### src/rtl/multicycle_pc_sequencer_if.sv
// rtl/multicycle_pc_sequencer_if.sv - IFU and LSU request/response handshake bundle for the PC sequencer
interface multicycle_pc_sequencer_if #(
    parameter int XLEN = 32,
    parameter int ILEN = 32
);
    logic            ifu_req_valid;
    logic [XLEN-1:0] ifu_req_addr;
    logic            ifu_req_ready;
    logic            ifu_rsp_valid;
    logic [ILEN-1:0] ifu_rsp_inst;
    logic            ifu_rsp_err;
    logic            lsu_req_valid;
    logic            lsu_req_ready;
    logic            lsu_rsp_valid;

    modport master (
        output ifu_req_valid,
        output ifu_req_addr,
        input  ifu_req_ready,
        input  ifu_rsp_valid,
        input  ifu_rsp_inst,
        input  ifu_rsp_err,
        output lsu_req_valid,
        input  lsu_req_ready,
        input  lsu_rsp_valid
    );

    modport slave (
        input  ifu_req_valid,
        input  ifu_req_addr,
        output ifu_req_ready,
        output ifu_rsp_valid,
        output ifu_rsp_inst,
        output ifu_rsp_err,
        input  lsu_req_valid,
        output lsu_req_ready,
        output lsu_rsp_valid
    );
endinterface

### src/rtl/multicycle_pc_sequencer.sv
// rtl/multicycle_pc_sequencer.sv - multi-cycle fetch/exec/mem/writeback sequencer owning the PC
module multicycle_pc_sequencer #(
    parameter int              XLEN     = 32,
    parameter int              ILEN     = 32,
    parameter logic [XLEN-1:0] RESET_PC = XLEN'(32'h8000_0000)
) (
    input  logic                 clk,
    input  logic                 rst,
    multicycle_pc_sequencer_if.master bus,
    output logic [ILEN-1:0]      inst,
    output logic [XLEN-1:0]      pc,
    input  logic                 exu_is_mem,
    input  logic                 exu_rd_wen,
    input  logic                 exu_jump,
    input  logic [XLEN-1:0]      exu_target,
    input  logic                 exu_halt,
    output logic                 gpr_wen,
    output logic                 retire,
    output logic                 halted,
    output logic                 trap,
    output logic [1:0]           trap_cause
);
    typedef enum logic [3:0] {
        S_RESET,
        S_FETCH_REQ,
        S_FETCH_WAIT,
        S_EXEC,
        S_MEM_REQ,
        S_MEM_WAIT,
        S_WB,
        S_HALT,
        S_TRAP
    } state_t;

    state_t          state;
    logic            ifu_req_q;
    logic            lsu_req_q;
    logic            rd_wen_q;
    logic            jump_q;
    logic [XLEN-1:0] target_q;

    assign bus.ifu_req_valid = ifu_req_q;
    assign bus.ifu_req_addr  = pc;
    assign bus.lsu_req_valid = lsu_req_q;

    // Request valids, gpr_wen and retire are registered so each is set on the
    // edge entering the state that owns it; pulses clear by default every cycle.
    always_ff @(posedge clk or negedge rst) begin
        if (!rst) begin
            state      <= S_RESET;
            pc         <= RESET_PC;
            inst       <= '0;
            ifu_req_q  <= 1'b0;
            lsu_req_q  <= 1'b0;
            rd_wen_q   <= 1'b0;
            jump_q     <= 1'b0;
            target_q   <= '0;
            gpr_wen    <= 1'b0;
            retire     <= 1'b0;
            halted     <= 1'b0;
            trap       <= 1'b0;
            trap_cause <= 2'd0;
        end else begin
            gpr_wen <= 1'b0;
            retire  <= 1'b0;
            unique case (state)
                S_RESET: begin
                    ifu_req_q <= 1'b1;
                    state     <= S_FETCH_REQ;
                end
                S_FETCH_REQ: begin
                    if (bus.ifu_req_ready) begin
                        ifu_req_q <= 1'b0;
                        state     <= S_FETCH_WAIT;
                    end
                end
                S_FETCH_WAIT: begin
                    // A bus error takes priority over any instruction data on the same beat.
                    if (bus.ifu_rsp_valid) begin
                        if (bus.ifu_rsp_err) begin
                            trap       <= 1'b1;
                            trap_cause <= 2'd2;
                            state      <= S_TRAP;
                        end else begin
                            inst  <= bus.ifu_rsp_inst;
                            state <= S_EXEC;
                        end
                    end
                end
                S_EXEC: begin
                    rd_wen_q <= exu_rd_wen;
                    jump_q   <= exu_jump;
                    target_q <= exu_target;
                    if (exu_halt) begin
                        retire <= 1'b1;
                        halted <= 1'b1;
                        state  <= S_HALT;
                    end else if (exu_jump && (exu_target[1:0] != 2'b00)) begin
                        trap       <= 1'b1;
                        trap_cause <= 2'd1;
                        state      <= S_TRAP;
                    end else if (exu_is_mem) begin
                        lsu_req_q <= 1'b1;
                        state     <= S_MEM_REQ;
                    end else begin
                        gpr_wen <= exu_rd_wen;
                        retire  <= 1'b1;
                        state   <= S_WB;
                    end
                end
                S_MEM_REQ: begin
                    if (bus.lsu_req_ready) begin
                        lsu_req_q <= 1'b0;
                        state     <= S_MEM_WAIT;
                    end
                end
                S_MEM_WAIT: begin
                    if (bus.lsu_rsp_valid) begin
                        gpr_wen <= rd_wen_q;
                        retire  <= 1'b1;
                        state   <= S_WB;
                    end
                end
                S_WB: begin
                    pc        <= jump_q ? target_q : pc + XLEN'(4);
                    ifu_req_q <= 1'b1;
                    state     <= S_FETCH_REQ;
                end
                S_HALT, S_TRAP: begin
                    state <= state;
                end
                default: begin
                    state <= S_TRAP;
                end
            endcase
        end
    end
endmodule

### src/flat_wrapper.sv
// flat-port wrapper written by rule: the top's interface ports become plain ports
module multicycle_pc_sequencer_flat 
#(
    parameter int              XLEN     = 32,
    parameter int              ILEN     = 32,
    parameter logic [XLEN-1:0] RESET_PC = XLEN'(32'h8000_0000)
)
  (clk, rst, inst, pc, exu_is_mem, exu_rd_wen, exu_jump, exu_target, exu_halt, gpr_wen, retire, halted, trap, trap_cause, bus_ifu_req_valid, bus_ifu_req_addr, bus_ifu_req_ready, bus_ifu_rsp_valid, bus_ifu_rsp_inst, bus_ifu_rsp_err, bus_lsu_req_valid, bus_lsu_req_ready, bus_lsu_rsp_valid);
  multicycle_pc_sequencer_if #(.XLEN(XLEN), .ILEN(ILEN)) bus_i ();
  input  logic clk;
  input  logic rst;
  output logic [ILEN-1:0] inst;
  output logic [XLEN-1:0] pc;
  input  logic exu_is_mem;
  input  logic exu_rd_wen;
  input  logic exu_jump;
  input  logic [XLEN-1:0] exu_target;
  input  logic exu_halt;
  output logic gpr_wen;
  output logic retire;
  output logic halted;
  output logic trap;
  output logic [1:0] trap_cause;
  output wire logic [$bits(bus_i.ifu_req_valid)-1:0] bus_ifu_req_valid;
  output wire logic [$bits(bus_i.ifu_req_addr)-1:0] bus_ifu_req_addr;
  input wire logic [$bits(bus_i.ifu_req_ready)-1:0] bus_ifu_req_ready;
  input wire logic [$bits(bus_i.ifu_rsp_valid)-1:0] bus_ifu_rsp_valid;
  input wire logic [$bits(bus_i.ifu_rsp_inst)-1:0] bus_ifu_rsp_inst;
  input wire logic [$bits(bus_i.ifu_rsp_err)-1:0] bus_ifu_rsp_err;
  output wire logic [$bits(bus_i.lsu_req_valid)-1:0] bus_lsu_req_valid;
  input wire logic [$bits(bus_i.lsu_req_ready)-1:0] bus_lsu_req_ready;
  input wire logic [$bits(bus_i.lsu_rsp_valid)-1:0] bus_lsu_rsp_valid;
  assign bus_ifu_req_valid = bus_i.ifu_req_valid;
  assign bus_ifu_req_addr = bus_i.ifu_req_addr;
  assign bus_i.ifu_req_ready = bus_ifu_req_ready;
  assign bus_i.ifu_rsp_valid = bus_ifu_rsp_valid;
  assign bus_i.ifu_rsp_inst = bus_ifu_rsp_inst;
  assign bus_i.ifu_rsp_err = bus_ifu_rsp_err;
  assign bus_lsu_req_valid = bus_i.lsu_req_valid;
  assign bus_i.lsu_req_ready = bus_lsu_req_ready;
  assign bus_i.lsu_rsp_valid = bus_lsu_rsp_valid;
  multicycle_pc_sequencer #(.XLEN(XLEN), .ILEN(ILEN), .RESET_PC(RESET_PC)) u_core (.clk(clk), .rst(rst), .bus(bus_i), .inst(inst), .pc(pc), .exu_is_mem(exu_is_mem), .exu_rd_wen(exu_rd_wen), .exu_jump(exu_jump), .exu_target(exu_target), .exu_halt(exu_halt), .gpr_wen(gpr_wen), .retire(retire), .halted(halted), .trap(trap), .trap_cause(trap_cause));
endmodule
### config.mk
export PLATFORM = sky130hd
export DESIGN_NAME = multicycle_pc_sequencer_flat
export DESIGN_NICKNAME = d
export VERILOG_FILES = /design/src/rtl/multicycle_pc_sequencer_if.sv /design/src/rtl/multicycle_pc_sequencer.sv /design/src/flat_wrapper.sv
export SDC_FILE = /design/constraint.sdc
export NUM_CORES = 1
export LEC_CHECK = 0
export BUFFER_PORTS_ARGS = -buffer_cell sky130_fd_sc_hd__buf_2
export CAP_MARGIN = 10
export CORE_ASPECT_RATIO = 1.25
export CORE_MARGIN = 4
export CORE_UTILIZATION = 55
export CTS_BUF_LIST = sky130_fd_sc_hd__clkbuf_16
export DETAILED_ROUTE_END_ITERATION = 12
export PLACE_DENSITY_LB_ADDON = 0.12
export SLEW_MARGIN = 5
export SYNTH_ARGS = -nofsm -noshare
export SYNTH_HDL_FRONTEND = slang
export SYNTH_SLANG_ARGS = --single-unit
### constraint.sdc
create_clock -name clk -period 4.9 [get_ports clk]
set_clock_uncertainty 0.05 [all_clocks]
set_input_delay 0.735 -clock clk [delete_from_list [all_inputs] [get_ports clk]]
set_output_delay 0.735 -clock clk [all_outputs]
set_load 0.02 [all_outputs]
# Yosys cells after proc, flatten, opt, wreduce, memory -nomap -nowiden
# Cells that the tools add are included.
# classes
n_mux	37
bitwise_logic	2
n_eq_ne	17
add_sub_neg	1
reduce_logical	14
# op_table
op	count
adder 32 x 3 -> 32 bit (second input constant)	1
2-to-1 mux 32 bit	1
2-to-1 mux 4 bit	7
one-hot mux 4 bit (7 select lines)	1
2-to-1 mux 1 bit	17
== test 4 x 3 -> 1 bit (second input constant)	4
inequality test 2 bit (second input constant)	8
AND reduction 5 bit	3
2-to-1 mux 2 bit	5
one-hot mux 1 bit (2 select lines)	5
== test 4 x 2 -> 1 bit (second input constant)	2
nonzero test 2 bit	4
== test 4 x 1 -> 1 bit (second input constant)	1
== test 4 bit (second input constant)	1
logical NOT 4 bit	1
one-hot mux 2 bit (2 select lines)	1
AND reduction 2 bit	2
OR reduction 2 bit	2
AND reduction 3 bit	1
inequality test 2 x 1 -> 1 bit (second input constant)	1
inverter 1 bit	2
logical AND 1 bit	1
# word_totals
input_bits	75
regBits	110
out_inout_bits	104
word_cells	84

# Longest topological paths before layout
# Gate-level depths: netlist of run 1.
# logic_depth
word_depth	5
mapped_depth	7
ltp_nobuf	5

# Least setup slack after synthesis of run 1
# OpenSTA, ideal clock, no wires.
# synth_timing
path_kind	register to register
startpoint	register u_core.pc[6] (netlist: u_core.bus.ifu_req_addr[6])
endpoint	register u_core.pc[21] (netlist: u_core.bus.ifu_req_addr[21])
period_less_slack_ps	1933
setup_ps	126
stages_incl_launch_ff	6
arrival_time_ps	1757
t_required_ps	4724
n_path_buf	1
setup_slack_ps	2967
path_cell_list	dfrtp_1 -> buf_2 -> nand4_4 -> or3_1 -> or4_1 -> nor3b_1
# synth_via
elab_chain_cells	2
# synth_rtl
item	line_no	text
start, declared	multicycle_pc_sequencer.sv:11	output logic [XLEN-1:0] pc,
start signal, assigned	multicycle_pc_sequencer.sv:125	pc <= jump_q ? target_q : pc + XLEN'(4);
adder 32 x 3 -> 32 bit	multicycle_pc_sequencer.sv:125	
2-to-1 mux 32 bit	multicycle_pc_sequencer.sv:125	
# Every way passes these cells.
# A chain may end at the register's enable or synchronous reset.

# Worst setup path after layout of run 1
# layout_timing
startpoint	register u_core.pc[2] (netlist: u_core.bus.ifu_req_addr[2])
endpoint	register u_core.pc[18] (netlist: u_core.bus.ifu_req_addr[18])
# The elaborated chain is that of the path after synthesis.

==> results of run 1 <==
[path summary, 6_finish.rpt]
check / end / slack, ns / cells after the start
worst max-delay path: u_core.bus.ifu_req_addr[18] / 2.32 / 5
worst min-delay path: u_core.halted / 0.42 / 1
worst max register to register: u_core.bus.ifu_req_addr[18] / 2.32 / 5
worst min register to register: u_core.halted / 0.42 / 1
max in group asynchronous: u_core.inst[15] / 3.29 / 2
min in group asynchronous: u_core.state[0] / 0.50 / 1
[state kept, by name, indices dropped and copies added, names as in the netlist, 2 cells and up]
| signal | cells |
|---|---|
| u_core.bus.ifu_req_addr | 32 |
| u_core.inst | 32 |
| u_core.target_q | 32 |
| u_core.state | 4 |
| u_core.trap_cause | 2 |
[power breakdown]
part           switching [uW]  internal (uW)  leakage (uW)
combinational             674            516       0.00164
clock                     364            362      0.000148
sequential                256           1220       0.00139
[placed cells by master (no fill, tap or decap), types with 4 or more instances in the layout]
| cell type | count |
|---|---|
| sky130_fd_sc_hd__buf_2 | 177 |
| sky130_fd_sc_hd__dfrtp_1 | 109 |
| sky130_fd_sc_hd__mux2_2 | 67 |
| sky130_fd_sc_hd__o21ai_0 | 31 |
| sky130_fd_sc_hd__a21oi_1 | 22 |
| sky130_fd_sc_hd__nor2_1 | 21 |
| sky130_fd_sc_hd__nand3_1 | 18 |
| sky130_fd_sc_hd__nand2_1 | 17 |
| sky130_fd_sc_hd__and3_1 | 13 |
| sky130_fd_sc_hd__nor3_1 | 10 |
| sky130_fd_sc_hd__a311oi_1 | 9 |
| sky130_fd_sc_hd__a211oi_1 | 9 |
| sky130_fd_sc_hd__clkbuf_16 | 9 |
| sky130_fd_sc_hd__inv_1 | 8 |
| sky130_fd_sc_hd__or3_1 | 8 |
| sky130_fd_sc_hd__nor3b_1 | 6 |
| sky130_fd_sc_hd__buf_4 | 6 |
| sky130_fd_sc_hd__nand4_1 | 5 |
| sky130_fd_sc_hd__and4_1 | 5 |
| sky130_fd_sc_hd__o22ai_1 | 5 |
| sky130_fd_sc_hd__nand2b_1 | 5 |
| sky130_fd_sc_hd__a31oi_1 | 5 |
| sky130_fd_sc_hd__a21o_1 | 4 |
[worst register-to-register path, cell delays in order (launching register included)]
cell	delay [ns]
sky130_fd_sc_hd__dfrtp_1	0.47
sky130_fd_sc_hd__ha_1	0.25
sky130_fd_sc_hd__nand3_1	0.21
sky130_fd_sc_hd__nor3_1	0.90
sky130_fd_sc_hd__nor3b_1	0.42
sky130_fd_sc_hd__a311oi_1	0.15
[stage by stage]
stage,util,setup WS (ns),instances,instance area [sq um]
after detailed placement,0.643,2.38,740,6210
final,0.675,2.32,756,6520
after CTS,0.675,2.30,756,6520
after floorplan,-,2.97,495,5490
after global routing,0.675,1.97,756,6520
after global placement,0.643,2.46,740,6210
[final cells by class]
type / instances / area [sq um]
clock buffer: 9 / 225
clock inverter: 7 / 78.8
fill: 772 / 3140
inverter: 8 / 30.0
multi-input combinational: 313 / 2340
sequential: 110 / 2750
tap: 126 / 158
timing repair buffer: 183 / 931
[cell families (layout without fill, tap and decap cells)]
group / Yosys count / after routing
simple gates: 129 / 129
buf+inv: 72 / 207
flops: 110 / 110
compound gates: 113 / 113
mux: 70 / 70
fa+ha+maj: 1 / 1
[cells in the mapped netlist, types with 6 or more instances]
cell / number / share of area
sky130_fd_sc_hd__dfrtp_1: 109 / 0.50
sky130_fd_sc_hd__mux2_2: 67 / 0.14
sky130_fd_sc_hd__buf_4: 32 / 0.044
sky130_fd_sc_hd__o21ai_0: 31 / 0.028
sky130_fd_sc_hd__a21oi_1: 22 / 0.020
sky130_fd_sc_hd__nor2_1: 21 / 0.014
sky130_fd_sc_hd__nand3_1: 18 / 0.016
sky130_fd_sc_hd__clkbuf_1: 17 / 0.012
sky130_fd_sc_hd__nand2_1: 17 / 0.012
sky130_fd_sc_hd__buf_2: 15 / 0.014
sky130_fd_sc_hd__and3_1: 13 / 0.015
sky130_fd_sc_hd__nor3_1: 10 / 0.0091
sky130_fd_sc_hd__a211oi_1: 9 / 0.012
sky130_fd_sc_hd__a311oi_1: 9 / 0.014
sky130_fd_sc_hd__inv_1: 8 / 0.0055
sky130_fd_sc_hd__or3_1: 8 / 0.0091
sky130_fd_sc_hd__nor3b_1: 6 / 0.0082
[routing by layer]
layer | share of wire | GRT usage | vias up | wire length (microns)
met4 | 0.020 | 0.0823 | 2 | 265
met2 | 0.50 | 0.389 | 191 | 6570
met3 | 0.077 | 0.0558 | 28 | 1020
li1 | - | - | 2079 | -
met5 | 0.0014 | 0 | - | 18
met1 | 0.40 | 0.291 | 2162 | 5340
==> summary.txt, run 1 <==
Tot GR Track Use: 0.231
Class of the worst hold path: reg2reg
Area grow syn2layout: 18.7%
Count of state elements after synthesis: 110
Final number of hold-violating endpoints: 0
Skew-Pair Late Insertion Delay: 0.34 ns
Sequential element share of the synthesized area: 0.502
Startpoint of the worst hold path: u_core.halted
Clock period minus final worst setup slack: 2.58 ns
Actual transition at the worst max-transition pin: 1.04 ns
Critical path's top delay family: simple AND/OR/NAND/NOR gates
GPL Wtd Cong: 0.851
Count of flip-flops with a built-in enable after synthesis: 0
Port buffer count: 178
Number of routed nets with antenna violations: 0
Number of instances in the synthesized netlist: 495
Data arrival time of the worst path: 2.74 ns
Top_reg_cell synth: sky130_fd_sc_hd__dfrtp_1
Unique masters post-synth: 58
CTS sink cnt: 110
Slew margin rel.: 0.299
Via count of the first global-routing pass: 4,336
Combined buffer and inverter count along the critical path: 0
Count of final max-slew check failures: 0
CP startpoint: u_core.bus.ifu_req_addr[2]
Diodes inserted: 0
HPWL Detailed: 9380 microns
Type of element launching the critical path: flop
Compound-gate portion of the synthesized area: 0.136
Min Hold Slack: 0.416 ns
Portion of the clock cycle consumed by the worst path in the final layout: 0.528
Total power density per cell area: 520 nW/um^2
Kind of end point of the critical path: flop
Wire length after detailed routing: 13,200 microns
Post-Syn Nets: 571
Final number of setup-violating endpoints: 0
MaxCap Viol Count: 0
Nets: 701
Synthesized area per cell: 11.1 sq um
Chip height: 120 microns
Adder-cell area share of the yosys netlist: 0.00228
Die footprint: 11,700 sq um
Clk Tree Root Cell: sky130_fd_sc_hd__clkbuf_16
Clk slew on worst S/H paths: 0.08 ns
Final routed wire length divided by cell count: 17.5 microns
Fraction of synthesized area in multiplexers: 0.143
Post-synthesis xor/xnor area fraction: 0
FF-to-FF Start: u_core.bus.ifu_req_addr[2]
Post-route total power: 3390 uW
Number of ports placed on the die boundary: 179
Post-detailed-route via-to-cell ratio: 5.90
DRC violations left: 0
Pin count of the biggest net entering global routing: 77
Share of async-settable or async-resettable flops after synthesis: 1.00
Highest-delay cell along the critical path: sky130_fd_sc_hd__nor3_1
Worst stage delay on the critical path: 0.89 ns
Synth Warn #: 0
Total Neg Setup Slack: 0 ns
Count of vias placed by the detailed router: 4,462
RSZ-0062 raised after global routing: false
Initial cell density of the core: 0.568
Share of cells above drive strength 1: 0.446
Hold-fix buffer count after cts: 0
Iteration count of the initial detailed-routing pass: 5
Number of levels in the clock H-tree: 3
Critical path type: reg2reg
TritonCTS clock tree: done
Total standard cell area after synthesis: 5490 sq um
Data required, critical path: 5.05 ns
Initial antenna violation count: 1
Clock tree buffer depth: 2
Post-cts gate resize count: 0
Max rail drop VDD: 0.312 mV
Core region area: 9660 sq um
Initial drt markers: 238
Static leakage: 0.00318 uW
Maximum fanout count along the critical path: 11
Synthesized-area fraction occupied by and/or/nand/nor cells: 0.142
Worst path cell trace: ha_1 -> nand3_1 -> nor3_1 -> nor3b_1 -> a311oi_1
Status: finished clean
Post-CTS repair timing setup buffer count: 0
Horiz. Die Dim: 97.3 microns
Wire length of the first global-routing pass: 22,000 microns
Grt ovf: 0
Largest family of logic cells by synthesized area: multiplexers
Max Fclk: 387 MHz
FP Rows: 40
Number of clock buffers inserted by TritonCTS: 9
No activity file was read; power rests on OpenSTA's default activity.
==> run 2: changes to the inputs <==
ABC_AREA = 1   (was default)
CORE_UTILIZATION = 47   (was 55)
clock period = 2.3 ns   (was 4.9 ns; I/O delays follow)
==> run 2 against run 1 <==
  * Via count is 17% higher
  * Count of clock-buffer cells in the layout stayed put
  * Critical endpoint is now u_core.inst[2]
  * Synthesized cell count is 53% higher
  * Sequential share of layout area is 2.3 points lower
==> summary.txt, run 2 <==
Share of cells above drive strength 1: 0.273 (was 0.446)
Most frequent standard cell in the layout excluding fill and tap cells: sky130_fd_sc_hd__nand2_1 (was sky130_fd_sc_hd__buf_2)
Max Fclk: 509 MHz (was 387 MHz)
Wire length after detailed routing: 15,000 microns (was 13,200 microns)
RSZ-0062 raised after global routing: false (unchanged)
CTS sink cnt: 110 (unchanged)
Data required, critical path: 2.49 ns (was 5.05 ns)
CP startpoint: u_core.state[1] (was u_core.bus.ifu_req_addr[2])
Cell depth of the worst flop-to-flop path: 8 (was 5)
Initial cell density of the core: 0.488 (was 0.568)
Data arrival time of the worst path: 2.16 ns (was 2.74 ns)
MaxCap Viol Count: 0 (unchanged)
Final routed wire length divided by cell count: 14.1 microns (was 17.5 microns)
Post-Syn Nets: 832 (was 571)
Status: finished clean (unchanged)
Critical path type: reg2reg (unchanged)
Synthesized area per cell: 7.61 sq um (was 11.1 sq um)
Number of instances on the worst hold path: 2 (was 1)
Top cells by area, synth: sky130_fd_sc_hd__dfrtp_1 (47%), sky130_fd_sc_hd__nand2_1 (18%), sky130_fd_sc_hd__inv_1 (5.3%) (was sky130_fd_sc_hd__dfrtp_1 (50%), sky130_fd_sc_hd__mux2_2 (14%), sky130_fd_sc_hd__buf_4 (4.4%))
Top_reg_cell synth: sky130_fd_sc_hd__dfrtp_1 (unchanged)
Post-detailed-route via-to-cell ratio: 4.90 (was 5.90)
Count of vias placed by the detailed router: 5,242 (was 4,462)
Final-layout fill cell count: 1,127 (was 772)
Kind of end point of the critical path: flop (unchanged)
Layout Utilization: 0.584 (was 0.675)
Type of element launching the critical path: flop (unchanged)
Clock period minus final worst setup slack: 1.96 ns (was 2.58 ns)
Total standard cell area after synthesis: 5750 sq um (was 5490 sq um)
Core region area: 11,800 sq um (was 9660 sq um)
Worst setup path endpoint: u_core.inst[2] (was u_core.bus.ifu_req_addr[18])
Port buffer count: 178 (unchanged)
Portion of the clock cycle consumed by the worst path in the final layout: 0.854 (was 0.528)
Reg-to-reg slack, setup: 0.34 ns (was 2.32 ns)
Number of clock buffers inserted by TritonCTS: 9 (unchanged)
Number of ports placed on the die boundary: 179 (unchanged)
Initial antenna violation count: 0 (was 1)
Area fraction of the dominant cell type after synthesis: 0.474 (was 0.497)
Tot GR Track Use: 0.219 (was 0.231)
Static leakage: 0.00364 uW (was 0.00318 uW)
Number of instances in the synthesized netlist: 756 (was 495)
Most frequent cells in the layout: sky130_fd_sc_hd__nand2_1 (272), sky130_fd_sc_hd__buf_2 (177), sky130_fd_sc_hd__dfrtp_1 (109) (was sky130_fd_sc_hd__buf_2 (177), sky130_fd_sc_hd__dfrtp_1 (109), sky130_fd_sc_hd__mux2_2 (67))
Initial drt markers: 235 (was 238)
TritonCTS clock tree: done (unchanged)
Finished Cell Area: 6880 sq um (was 6520 sq um)
Grt ovf: 0 (unchanged)
Final number of setup-violating endpoints: 0 (unchanged)
Max rail drop VDD: 0.320 mV (was 0.312 mV)
Pin count of the biggest net entering global routing: 52 (was 77)
HPWL Detailed: 11,300 microns (was 9380 microns)
GPL Wtd Cong: 0.870 (was 0.851)
Via count of the first global-routing pass: 5,255 (was 4,336)
FF-to-FF Start: u_core.state[1] (was u_core.bus.ifu_req_addr[2])
Count of state elements after synthesis: 110 (unchanged)
Die footprint: 14,100 sq um (was 11,700 sq um)
Unique masters post-synth: 31 (was 58)
Number of routed nets with antenna violations: 0 (unchanged)
Most frequent cells after synthesis: sky130_fd_sc_hd__nand2_1 (272), sky130_fd_sc_hd__dfrtp_1 (109), sky130_fd_sc_hd__inv_1 (81), sky130_fd_sc_hd__nor2_1 (81), sky130_fd_sc_hd__nand3_1 (46) (was sky130_fd_sc_hd__dfrtp_1 (109), sky130_fd_sc_hd__mux2_2 (67), sky130_fd_sc_hd__buf_4 (32))
Skew-Pair Late Insertion Delay: 0.36 ns (was 0.34 ns)
Total power density per cell area: 547 nW/um^2 (was 520 nW/um^2)
Actual transition at the worst max-transition pin: 0.547 ns (was 1.04 ns)
Number of levels in the clock H-tree: 3 (unchanged)
Cell area after placement: 6570 sq um (was 6210 sq um)
Clock tree buffer depth: 2 (unchanged)
Yosys top cell by area: sky130_fd_sc_hd__dfrtp_1 (unchanged)
Slew margin rel.: 0.635 (was 0.299)
Clk slew on worst S/H paths: 0.08 ns (about the same)
Chip height: 132 microns (was 120 microns)
Synth Warn #: 0 (unchanged)
Count of final max-slew check failures: 0 (unchanged)
Wire length of the first global-routing pass: 25,100 microns (was 22,000 microns)
Share of async-settable or async-resettable flops after synthesis: 1.00 (unchanged)
Nets: 978 (was 701)
Clk Tree Root Cell: sky130_fd_sc_hd__clkbuf_16 (unchanged)
Area grow syn2layout: 19.6% (was 18.7%)
Min Hold Slack: 0.131 ns (was 0.416 ns)
Count of flip-flops with a built-in enable after synthesis: 0 (unchanged)
Reg2Reg Capture Point: u_core.inst[2] (was u_core.bus.ifu_req_addr[18])
Most common cell in the netlist: sky130_fd_sc_hd__nand2_1 (was sky130_fd_sc_hd__dfrtp_1)
FP Rows: 44 (was 40)
Class of the worst hold path: in2reg (was reg2reg)
Total Neg Setup Slack: 0 ns (unchanged)
Sequential element share of the synthesized area: 0.479 (was 0.502)
Post-CTS repair timing setup buffer count: 0 (unchanged)
Maximum fanout count along the critical path: 51 (was 11)
DRC violations left: 0 (unchanged)
Iteration count of the initial detailed-routing pass: 4 (was 5)
Final number of hold-violating endpoints: 0 (unchanged)
Horiz. Die Dim: 107 microns (was 97.3 microns)
run 2: worst min path at each step:
| stage | startpoint | endpoint | slack, ns |
|---|---|---|---|
| final | exu_is_mem | u_core.gpr_wen | 0.13 |
| after detailed placement | rst | u_core.bus.ifu_req_addr[9] | 0.17 |
| after floorplan | rst | u_core.bus.ifu_req_addr[0] | -0.0006 |
| after CTS | exu_is_mem | u_core.gpr_wen | 0.13 |
| after global placement | rst | u_core.bus.ifu_req_addr[9] | 0.17 |
| after global routing | exu_target[23] | u_core.target_q[23] | 0.15 |
run 2: kinds of logic (layout without fill, tap and decap cells):
logic type	Yosys count	after routing	synth area share
compound gates	83	83	0.0985
xor+xnor	3	3	0.00457
fa+ha+maj	1	1	0.00217
buf+inv	138	289	0.122
flops	110	110	0.479
other cells	0	1	0
simple gates	421	421	0.294
run 2: final cells by class:
| class | count | area [sq um] | share of cell area |
|---|---|---|---|
| multi-input cells | 508 | 2310 | 0.335 |
| repair buffers | 190 | 1010 | 0.147 |
| clock inverters | 7 | 71.3 | 0.0104 |
| flip-flops and latches | 110 | 2750 | 0.400 |
| diodes | 1 | 2.50 | 0.000364 |
| well taps | 161 | 201 | 0.0293 |
| inverters | 83 | 312 | 0.0453 |
| clock buffers | 9 | 225 | 0.0327 |
run 2: metal layers:
metal / part of all wire / track usage / up-vias
met1: 0.43 / 0.278 / 2451
met2: 0.50 / 0.370 / 158
met5: 0 / 0 / -
li1: - / - / 2614
met3: 0.056 / 0.0481 / 19
met4: 0.018 / 0.0682 / 0
run 2: stage by stage:
stage | std cells | worst slack [ns] | total power [uW]
6_report | 1069 | 0.335 | 3770
5_1_grt | 1068 | 0.118 | 3910
4_1_cts | 1068 | 0.241 | 3800
3_5_place_dp | 1051 | 0.263 | 2230
3_3_place_gp | 1051 | 0.353 | 2230
2_1_floorplan | 756 | 0.434 | 2080
run 2: worst max-delay path, cell delays in order (launching register included):
cell	delay, ns
sky130_fd_sc_hd__dfrtp_1	0.43
sky130_fd_sc_hd__inv_2	0.09
sky130_fd_sc_hd__nor2_4	0.11
sky130_fd_sc_hd__nand2_2	0.07
sky130_fd_sc_hd__or2_1	0.24
sky130_fd_sc_hd__or2_2	0.43
sky130_fd_sc_hd__buf_12	0.25
sky130_fd_sc_hd__nand2_1	0.12
sky130_fd_sc_hd__o21ai_2	0.06
run 2: timing repair:
| action | CTS | global route |
|---|---|---|
| resized for setup | 0 | 2 |
| hold buffers | 1 | 0 |
| hold endpoints to repair | 12 | 0 |
| endpoints found under the setup margin | 0 | 2 |
run 2: power breakdown:
group / switching, uW / internal [uW]
logic: 133 / 87.4
registers: 12.8 / 1960
clock network: 730 / 847
